## config.mk

```make
export PLATFORM = sky130hd
export DESIGN_NAME = alu_multicycle
export DESIGN_NICKNAME = d
export VERILOG_FILES = /design/src/rtl/alu_pkg.sv /design/src/rtl/alu_core.sv /design/src/rtl/alu_multicycle.sv
export SDC_FILE = /design/constraint.sdc
export NUM_CORES = 1
export LEC_CHECK = 0
export ABC_AREA = 1
export BUFFER_PORTS_ARGS = -buffer_cell sky130_fd_sc_hd__buf_4
export CAP_MARGIN = 30
export CORE_MARGIN = 1
export CORE_UTILIZATION = 42
export CTS_CLUSTER_SIZE = 30
export DETAILED_ROUTE_END_ITERATION = 10
export PLACE_DENSITY = 0.62
export SLEW_MARGIN = 40
export SYNTH_ARGS = -nofsm -noshare
export SYNTH_HDL_FRONTEND = slang
export SYNTH_HIERARCHICAL = 1
export SYNTH_SLANG_ARGS = --single-unit
```

## constraint.sdc

```tcl
create_clock -name clk_i -period 8.5 [get_ports clk_i]
set_input_delay 1.275 -clock clk_i [delete_from_list [all_inputs] [get_ports clk_i]]
set_output_delay 1.275 -clock clk_i [all_outputs]
set_load 0.1 [all_outputs]
```

## src/rtl/alu_pkg.sv

```systemverilog
// rtl/alu_pkg.sv - shared opcodes, FSM state encoding and default width for the multicycle ALU
package alu_pkg;

    localparam int DEFAULT_WIDTH = 32;

    typedef enum logic [3:0] {
        OP_AND = 4'b0000,
        OP_OR  = 4'b0001,
        OP_ADD = 4'b0010,
        OP_SUB = 4'b0110,
        OP_SLT = 4'b0111,
        OP_NOR = 4'b1100,
        OP_MUL = 4'b1000
    } alu_op_e;

    typedef enum logic [1:0] {
        ST_IDLE = 2'b00,
        ST_EXEC = 2'b01,
        ST_MUL  = 2'b10,
        ST_DONE = 2'b11
    } alu_state_e;

endpackage

```

## src/rtl/alu_core.sv

```systemverilog
// rtl/alu_core.sv - combinational single-cycle ALU: AND/OR/ADD/SUB/SLT/NOR with carry and overflow
module alu_core
    import alu_pkg::*;
#(
    parameter int WIDTH = DEFAULT_WIDTH
) (
    input  logic [WIDTH-1:0] a_i,
    input  logic [WIDTH-1:0] b_i,
    input  logic [3:0]       ctrl_i,
    output logic [WIDTH-1:0] result_o,
    output logic             cout_o,
    output logic             overflow_o
);

    logic             w_sub;
    logic [WIDTH-1:0] w_b;
    logic [WIDTH:0]   w_sum;
    logic             w_ovf;

    // SLT shares the subtractor; its verdict is the true sign of A-B
    assign w_sub = (ctrl_i == OP_SUB) || (ctrl_i == OP_SLT);
    assign w_b   = w_sub ? ~b_i : b_i;
    assign w_sum = {1'b0, a_i} + {1'b0, w_b} + {{WIDTH{1'b0}}, w_sub};
    assign w_ovf = (a_i[WIDTH-1] == w_b[WIDTH-1]) && (w_sum[WIDTH-1] != a_i[WIDTH-1]);

    always_comb begin
        result_o   = '0;
        cout_o     = 1'b0;
        overflow_o = 1'b0;
        case (ctrl_i)
            OP_AND: result_o = a_i & b_i;
            OP_OR:  result_o = a_i | b_i;
            OP_NOR: result_o = ~(a_i | b_i);
            OP_ADD, OP_SUB: begin
                result_o   = w_sum[WIDTH-1:0];
                cout_o     = w_sum[WIDTH];
                overflow_o = w_ovf;
            end
            OP_SLT: result_o = {{(WIDTH-1){1'b0}}, w_sum[WIDTH-1] ^ w_ovf};
            default: result_o = '0;
        endcase
    end

endmodule

```

## src/rtl/alu_multicycle.sv

```systemverilog
// rtl/alu_multicycle.sv - multicycle ALU top: request FSM, shift-add multiplier, registered results
module alu_multicycle
    import alu_pkg::*;
#(
    parameter int WIDTH = DEFAULT_WIDTH,
    parameter int CNT_W = $clog2(WIDTH) + 1
) (
    input  logic             clk_i,
    input  logic             rst_i,
    input  logic             start_i,
    input  logic [WIDTH-1:0] src1_i,
    input  logic [WIDTH-1:0] src2_i,
    input  logic [3:0]       ctrl_i,
    output logic             busy_o,
    output logic             done_o,
    output logic [WIDTH-1:0] result_o,
    output logic             zero_o,
    output logic             cout_o,
    output logic             overflow_o
);

    alu_state_e         r_state;
    logic [WIDTH-1:0]   r_src1;
    logic [WIDTH-1:0]   r_src2;
    logic [3:0]         r_ctrl;
    logic [CNT_W-1:0]   r_cnt;
    logic [2*WIDTH-1:0] r_prod;
    logic [2*WIDTH-1:0] r_mcand;
    logic [WIDTH-1:0]   r_mplier;
    logic               r_busy;
    logic               r_done;
    logic [WIDTH-1:0]   r_result;
    logic               r_zero;
    logic               r_cout;
    logic               r_ovf;

    logic [WIDTH-1:0]   w_core_result;
    logic               w_core_cout;
    logic               w_core_ovf;

    alu_core #(.WIDTH(WIDTH)) u_core (
        .a_i        (r_src1),
        .b_i        (r_src2),
        .ctrl_i     (r_ctrl),
        .result_o   (w_core_result),
        .cout_o     (w_core_cout),
        .overflow_o (w_core_ovf)
    );

    always_ff @(posedge clk_i or posedge rst_i) begin
        if (rst_i) begin
            r_state  <= ST_IDLE;
            r_src1   <= '0;
            r_src2   <= '0;
            r_ctrl   <= '0;
            r_cnt    <= '0;
            r_prod   <= '0;
            r_mcand  <= '0;
            r_mplier <= '0;
            r_busy   <= 1'b0;
            r_done   <= 1'b0;
            r_result <= '0;
            r_zero   <= 1'b0;
            r_cout   <= 1'b0;
            r_ovf    <= 1'b0;
        end else begin
            r_done <= 1'b0;
            case (r_state)
                ST_IDLE: begin
                    if (start_i) begin
                        r_src1   <= src1_i;
                        r_src2   <= src2_i;
                        r_ctrl   <= ctrl_i;
                        r_cnt    <= '0;
                        r_prod   <= '0;
                        r_mcand  <= {{WIDTH{1'b0}}, src1_i};
                        r_mplier <= src2_i;
                        r_busy   <= 1'b1;
                        r_state  <= (ctrl_i == OP_MUL) ? ST_MUL : ST_EXEC;
                    end
                end
                ST_EXEC: begin
                    r_result <= w_core_result;
                    r_zero   <= (w_core_result == '0);
                    r_cout   <= w_core_cout;
                    r_ovf    <= w_core_ovf;
                    r_busy   <= 1'b0;
                    r_done   <= 1'b1;
                    r_state  <= ST_DONE;
                end
                ST_MUL: begin
                    // WIDTH partial-product cycles, then one cycle to register the result
                    if (r_cnt == CNT_W'(WIDTH)) begin
                        r_result <= r_prod[WIDTH-1:0];
                        r_zero   <= (r_prod[WIDTH-1:0] == '0);
                        r_cout   <= 1'b0;
                        r_ovf    <= |r_prod[2*WIDTH-1:WIDTH];
                        r_busy   <= 1'b0;
                        r_done   <= 1'b1;
                        r_state  <= ST_DONE;
                    end else begin
                        if (r_mplier[0]) begin
                            r_prod <= r_prod + r_mcand;
                        end
                        r_mcand  <= r_mcand << 1;
                        r_mplier <= r_mplier >> 1;
                        r_cnt    <= r_cnt + 1'b1;
                    end
                end
                ST_DONE: r_state <= ST_IDLE;
                default: r_state <= ST_IDLE;
            endcase
        end
    end

    assign busy_o     = r_busy;
    assign done_o     = r_done;
    assign result_o   = r_result;
    assign zero_o     = r_zero;
    assign cout_o     = r_cout;
    assign overflow_o = r_ovf;

endmodule

```

* Yosys cells after proc, flatten, opt, wreduce, memory -nomap -nowiden
Index checks and enable logic that the tools add are counted.
** Storage, ports and cells
- RAM bits :: 0
- Bits of input ports :: 71
- Word-level logic and storage cells :: 89
- Memories :: 0
- Bits in latches :: 0
- Register bits after elaboration :: 273
- Bits in read-only memories :: 0
** Operators by class
- $lt $le $gt $ge :: 0
- Shift-type cells :: 0
- Add/sub/neg operators :: 4
- Equal/unequal tests :: 16
- Div/mod/pow operators :: 0
- Multipliers :: 0
- Multiplexer cells :: 33
- Reduce and logical (&&, ||, !) cells :: 17
- Bitwise gates (word level) :: 5
** Operators with widths (number)
- $mux 64 :: 5
- $pmux 64 s2 :: 2
- $pmux 32 s5 :: 1
- $mux 32 :: 4
- $pmux 32 s2 :: 2
- $add 64x64->64 :: 1
- $logic_not 32->1 :: 2
- $not 32->32 :: 2
- $add 32x32->33 :: 1
- $add 33x1->33 :: 1
- $and 32x32->32 :: 1
- $or 32x32->32 :: 1
- $reduce_or 32->1 :: 1
- $mux 6 :: 2
- $pmux 6 s2 :: 1
- $eq 4x3->1 const B :: 2
- $eq 4x4->1 const B :: 2
- $ne 2x2->1 const B :: 4
- $pmux 1 s2 :: 4
- $pmux 2 s4 :: 1
- $mux 1 :: 7
- $add 6x1->6 const B :: 1
- $eq 6x6->1 const B :: 1
- $mux 2 :: 3
- 18 further kinds :: 23

* Logic depth before layout (Yosys ltp)
- Depth in word-level cells :: 11
- Gate-level depth with buffers :: 23

* By module
Netlist, hierarchy kept.
** By module, submodules not included
- alu_multicycle :: area an instance 16940.0 sq um, instances 1, sequential area each 6831.6 sq um, cells an instance 2565
- alu_core :: area an instance 3331.9 sq um, instances 1, sequential area each 0.0 sq um, cells an instance 634

* Worst setup path before layout
No wires, ideal clock.
- Kind :: reg2reg
- Start :: register r_ctrl[3]
- End :: register r_zero, in the netlist zero_o
- Path slack :: 5.644 ns
- Required time :: 8.418 ns
- Clock period less this slack :: 2.856 ns
- Buffers on the path :: 1
- Cell stages (with the launch flop) :: 20
- Arrival :: 2.774 ns
- Path through :: dfrtp_1 > inv_2 > nand3_2 > buf_2 > xnor2_1 > ha_1 > nand2_1 > nor2_1 > inv_1 > nor4_1 > nand2_1 > nand2_1 > nand2_1 > nand3_1 > nand2_1 > nor4_1 > nand2_1 > nor2_1 > nand3_1 > a31oi_1
** Between the ends
- Elaborated cells on any way between the ends :: 18
** RTL lines
- start, declared :: RTL line alu_multicycle.sv:25 : logic [3:0] r_ctrl;
- start signal, assigned :: RTL line alu_multicycle.sv:73 : r_ctrl <= ctrl_i;
- $eq 4x3->1 :: RTL line alu_core.sv:21, alu_core.sv:30
- $logic_or 1x1->1 :: RTL line alu_core.sv:21 : assign w_sub = (ctrl_i == OP_SUB) || (ctrl_i == OP_SLT);
- $mux 32 :: RTL line alu_core.sv:22 : assign w_b = w_sub ? ~b_i : b_i;
- $add 32x32->33 :: RTL line alu_core.sv:23 : assign w_sum = {1'b0, a_i} + {1'b0, w_b} + {{WIDTH{1'b0}}, w_sub};
- $add 33x1->33 :: RTL line alu_core.sv:23
- $pmux 32 s5 (*) :: RTL line alu_core.sv:30 : case (ctrl_i)
- via w_core_result[29] :: RTL line alu_multicycle.sv:37 : logic [WIDTH-1:0] w_core_result;
- $logic_not 32->1 (*) :: RTL line alu_multicycle.sv:84 : r_zero <= (w_core_result == '0);
- $pmux 1 s2 (*) :: RTL line alu_multicycle.sv:68 : case (r_state)
- end signal, assigned :: RTL line alu_multicycle.sv:84
- end signal, assigned :: RTL line alu_multicycle.sv:95 : r_zero <= (r_prod[WIDTH-1:0] == '0);
- end, declared :: RTL line alu_multicycle.sv:33 : logic r_zero;
Mark *: on every way through the listed nets, which the timed path passes. The rest lies on a longest branch.
A chain may end at the register's enable or synchronous reset.

* Worst setup path in the final report
Same ends and word-level chain as after synthesis.

==> flow_summary.yaml <==
timing:
  timing.fmax_mhz: 244
  period_share_pct: 48.1
  worstMarginPinSlew_ns: 0.854
  finalSetupViolCount: 0
  whs_ns: 0.510
  finClkSkew_ns: 0.0228
  relSlewSlack_pct: 43.0
  hold_violations: 0
  final_max_slew_viol_count: 0
  rsz0062_at_grt: "false"
  finalSetupTns_ns: 0
  period_minus_slack_ns: 4.09
critical_path:
  startpoint_type: "flip-flop"
  cp.arrival_ns: 4.58
  setup.worst_path.end_class: "flip-flop"
  crit_required_ns: 8.99
  cp_max_fo: 32
  critPathKind: "flip-flop to flip-flop"
logic_synthesis:
  synthesis.nets: 3378
  synth-main-ff-cell: "dfrtp_1"
  synth_cell_type_count: 42
  synthArstFlopShare_pct: 100
  synth_edf_count: 0
  seq_area_frac_synth_pct: 33.7
  syn_inst: 3199
  syn_avg_cell_area_um2: 6.34
  ys_seq_elements: 273
  yosys_warnings: 6
  synth_area_um2: 20300
global_route:
  grt_pass1_vias: 19700
  grt_usage_pct: 29.9
  grt_max_degree: 104
  antenna_found_initial: 0
  overflow: 0
  grt_pass1_wl_mm: 114
outcome:
  run_status: "complete, no violations"
clock_network:
  htreeDepth: 2
  ctsResizeCount: 0
  insertion_delay_ns: 0.57
  clockBufferDepth: 3
  numClockSinks: 273
  cts_root_buf: "clkbuf_16"
  cts_buffers: 35
  tritoncts: "done"
  cts_setup_buffers: 0
  clk_pin_slew_ns: 0.06
  postCtsHoldBufs: 0
power_and_ir_drop:
  pwr-share-seq_pct: 24.0
  clkPwrFrac_pct: 14.1
  pwr-share-comb_pct: 61.9
  leakage_nw: 12.3
  p_sw_mw: 5.81
  p_sw_share_pct: 55.9
  peakVddDrop_uv: 300
  p_int_mw: 4.59
  p_per_area_nw_per_um2: 457
  power_mw: 10.4
floorplanning:
  die-area_um2: 49100
  start_util_pct: 42.5
  core-area_um2: 47600
  io-pin-count: 108
  die_x_um: 222
  row_count: 80
  die_h_um: 222
min_path:
  hold_path_class: "flip-flop to flip-flop"
cells_and_area:
  diodes: 0
  nNetsFinal: 3451
  layout_common_cells: "nand2_1, inv_1, nor2_1, dfrtp_1, nand3_1"
  synthToLayoutAreaGrowth_pct: 12.3
  multi_input_area_um2: 11400
  fillerInstances: 5025
  layout_commonest_cell: "nand2_1"
  drive_gt1_share_pct: 6.46
  instances_no_fill: 3913
  regArea_um2: 6830
placed_design:
  gp_congestion: 0.972
  io_buffers: 107
  hpwl_mm: 57.4
  placed_cells: 3850
detailed_routing:
  detail-route-antenna-nets: 0
  drt_iter0_drc: 1774
  routedWlPerCell_um: 18.7
  drc: 0
  routed_wl_mm: 73.1
  drt-pass1-iter-count: 6
  vias_per_cell: 5.28
  num_vias: 20700
job:
  cap_viol_max_count: 0
==> critical path, cell delays in order, from the launching register on <==
cell and delay [ns]:
dfrtp_1 0.43, inv_2 0.06, nand3_2 0.05, buf_4 0.50
xor2_1 0.24, fa_1 0.50, nand3b_1 0.17, nand2_1 0.17
a21oi_1 0.12, o21ai_1 0.41, nand2_1 0.16, nand2_1 0.10
nand2_1 0.05, nand3_1 0.08, nand2_1 0.07, nor4_1 0.36
nand2_1 0.16, nor2_1 0.12, nand3_1 0.07, a31oi_1 0.18
==> layer usage <==
layer	track usage (%)	up-vias	share of wire [%]
li1	-	10200	-
met1	41.1	9694	46
met2	46.5	623	43
met3	5.78	129	6.9
met4	11.4	0	3.7
met5	0	-	0
==> cell type report <==
type                       count  area share, %
timing repair buffer         123           4.25
clock buffer                  51           4.33
clock inverter                12          0.566
inverter                     450           7.46
tap                          615           3.38
multi-input combinational   2389           50.0
sequential                   273           30.0
==> sequential cells by signal, summed over array words and instances (netlist names) <==
name,count
r_ctrl,4
r_state,2
r_mplier,32
result_o,32
r_src1,32
done_o,1
r_mcand,64
overflow_o,1
busy_o,1
r_cnt,6
zero_o,1
r_prod,64
cout_o,1
r_src2,32
==> cell usage after synthesis, types with 2 or more instances <==
library cell | number | area [um^2]
nand2_1 | 1305 | 4900
inv_1 | 443 | 1660
nor2_1 | 315 | 1180
dfrtp_1 | 273 | 6830
nand3_1 | 140 | 701
a31oi_1 | 111 | 694
ha_1 | 106 | 1330
a21oi_1 | 103 | 515
o21ai_0 | 71 | 355
clkbuf_1 | 45 | 169
xnor2_1 | 34 | 298
o22ai_1 | 32 | 200
buf_2 | 30 | 150
o21ai_1 | 27 | 135
nand4_1 | 20 | 125
nor3_1 | 20 | 100
nor4_1 | 20 | 125
or2_2 | 12 | 75.1
o21bai_1 | 11 | 82.6
o2111ai_1 | 9 | 78.8
xor2_1 | 9 | 78.8
buf_4 | 8 | 60.1
inv_2 | 7 | 26.3
nand2_2 | 5 | 31.3
nand3b_1 | 5 | 37.5
o211ai_1 | 5 | 37.5
o311a_1 | 5 | 50.1
buf_1 | 4 | 15.0
o21a_1 | 4 | 30.0
a21o_1 | 3 | 22.5
o31ai_1 | 3 | 22.5
a21boi_0 | 2 | 15.0
fa_1 | 2 | 40.0
nor3_2 | 2 | 20.0
==> power by group through the flow <==
stage / combinational [mW] / sequential [mW] / clock, mW
after global routing: 7.14 / 2.55 / 1.54
after global placement: 6.29 / 2.47 / 0
after CTS: 6.40 / 2.48 / 1.50
final: 6.44 / 2.49 / 1.46
after detailed placement: 6.38 / 2.49 / 0
after floorplan: 4.11 / 2.87 / 0
==> path summary, 6_finish.rpt <==
path / endpoint / slack (ns) / start / cells past startpoint
setup / recovery: zero_o / 4.41 / r_ctrl[3] / 19
hold / removal: busy_o / 0.51 / busy_o / 2
setup reg to reg: zero_o / 4.41 / r_ctrl[3] / 19
hold reg to reg: busy_o / 0.51 / busy_o / 2
max in group asynchronous: r_mplier[18] / 6.23 / rst_i / 5
min in group asynchronous: r_mcand[7] / 0.91 / rst_i / 3
==> kinds of logic after synthesis <==
family / Yosys count / share of synthesized area [%]
adders and majority gates: 108 / 6.74
and+or+nand+nor: 1850 / 36.3
AOI/OAI and AO/OA: 388 / 11.1
DFF: 273 / 33.7
buffers and inverters: 537 / 10.3
xor gates and xnor gates: 43 / 1.86
==> stage by stage <==
| stage | setup WS (ns) | util [%] | instance area [um^2] |
|---|---|---|---|
| finish | 4.41 | 47.8 | 22800 |
| global placement | 4.62 | 45.3 | 21600 |
| floorplan | 3.62 | - | 20300 |
| global route | 4.10 | 47.8 | 22800 |
| CTS | 4.47 | 47.8 | 22800 |
| detailed placement | 4.51 | 45.4 | 21600 |
(Power assumes the default switching activity.)
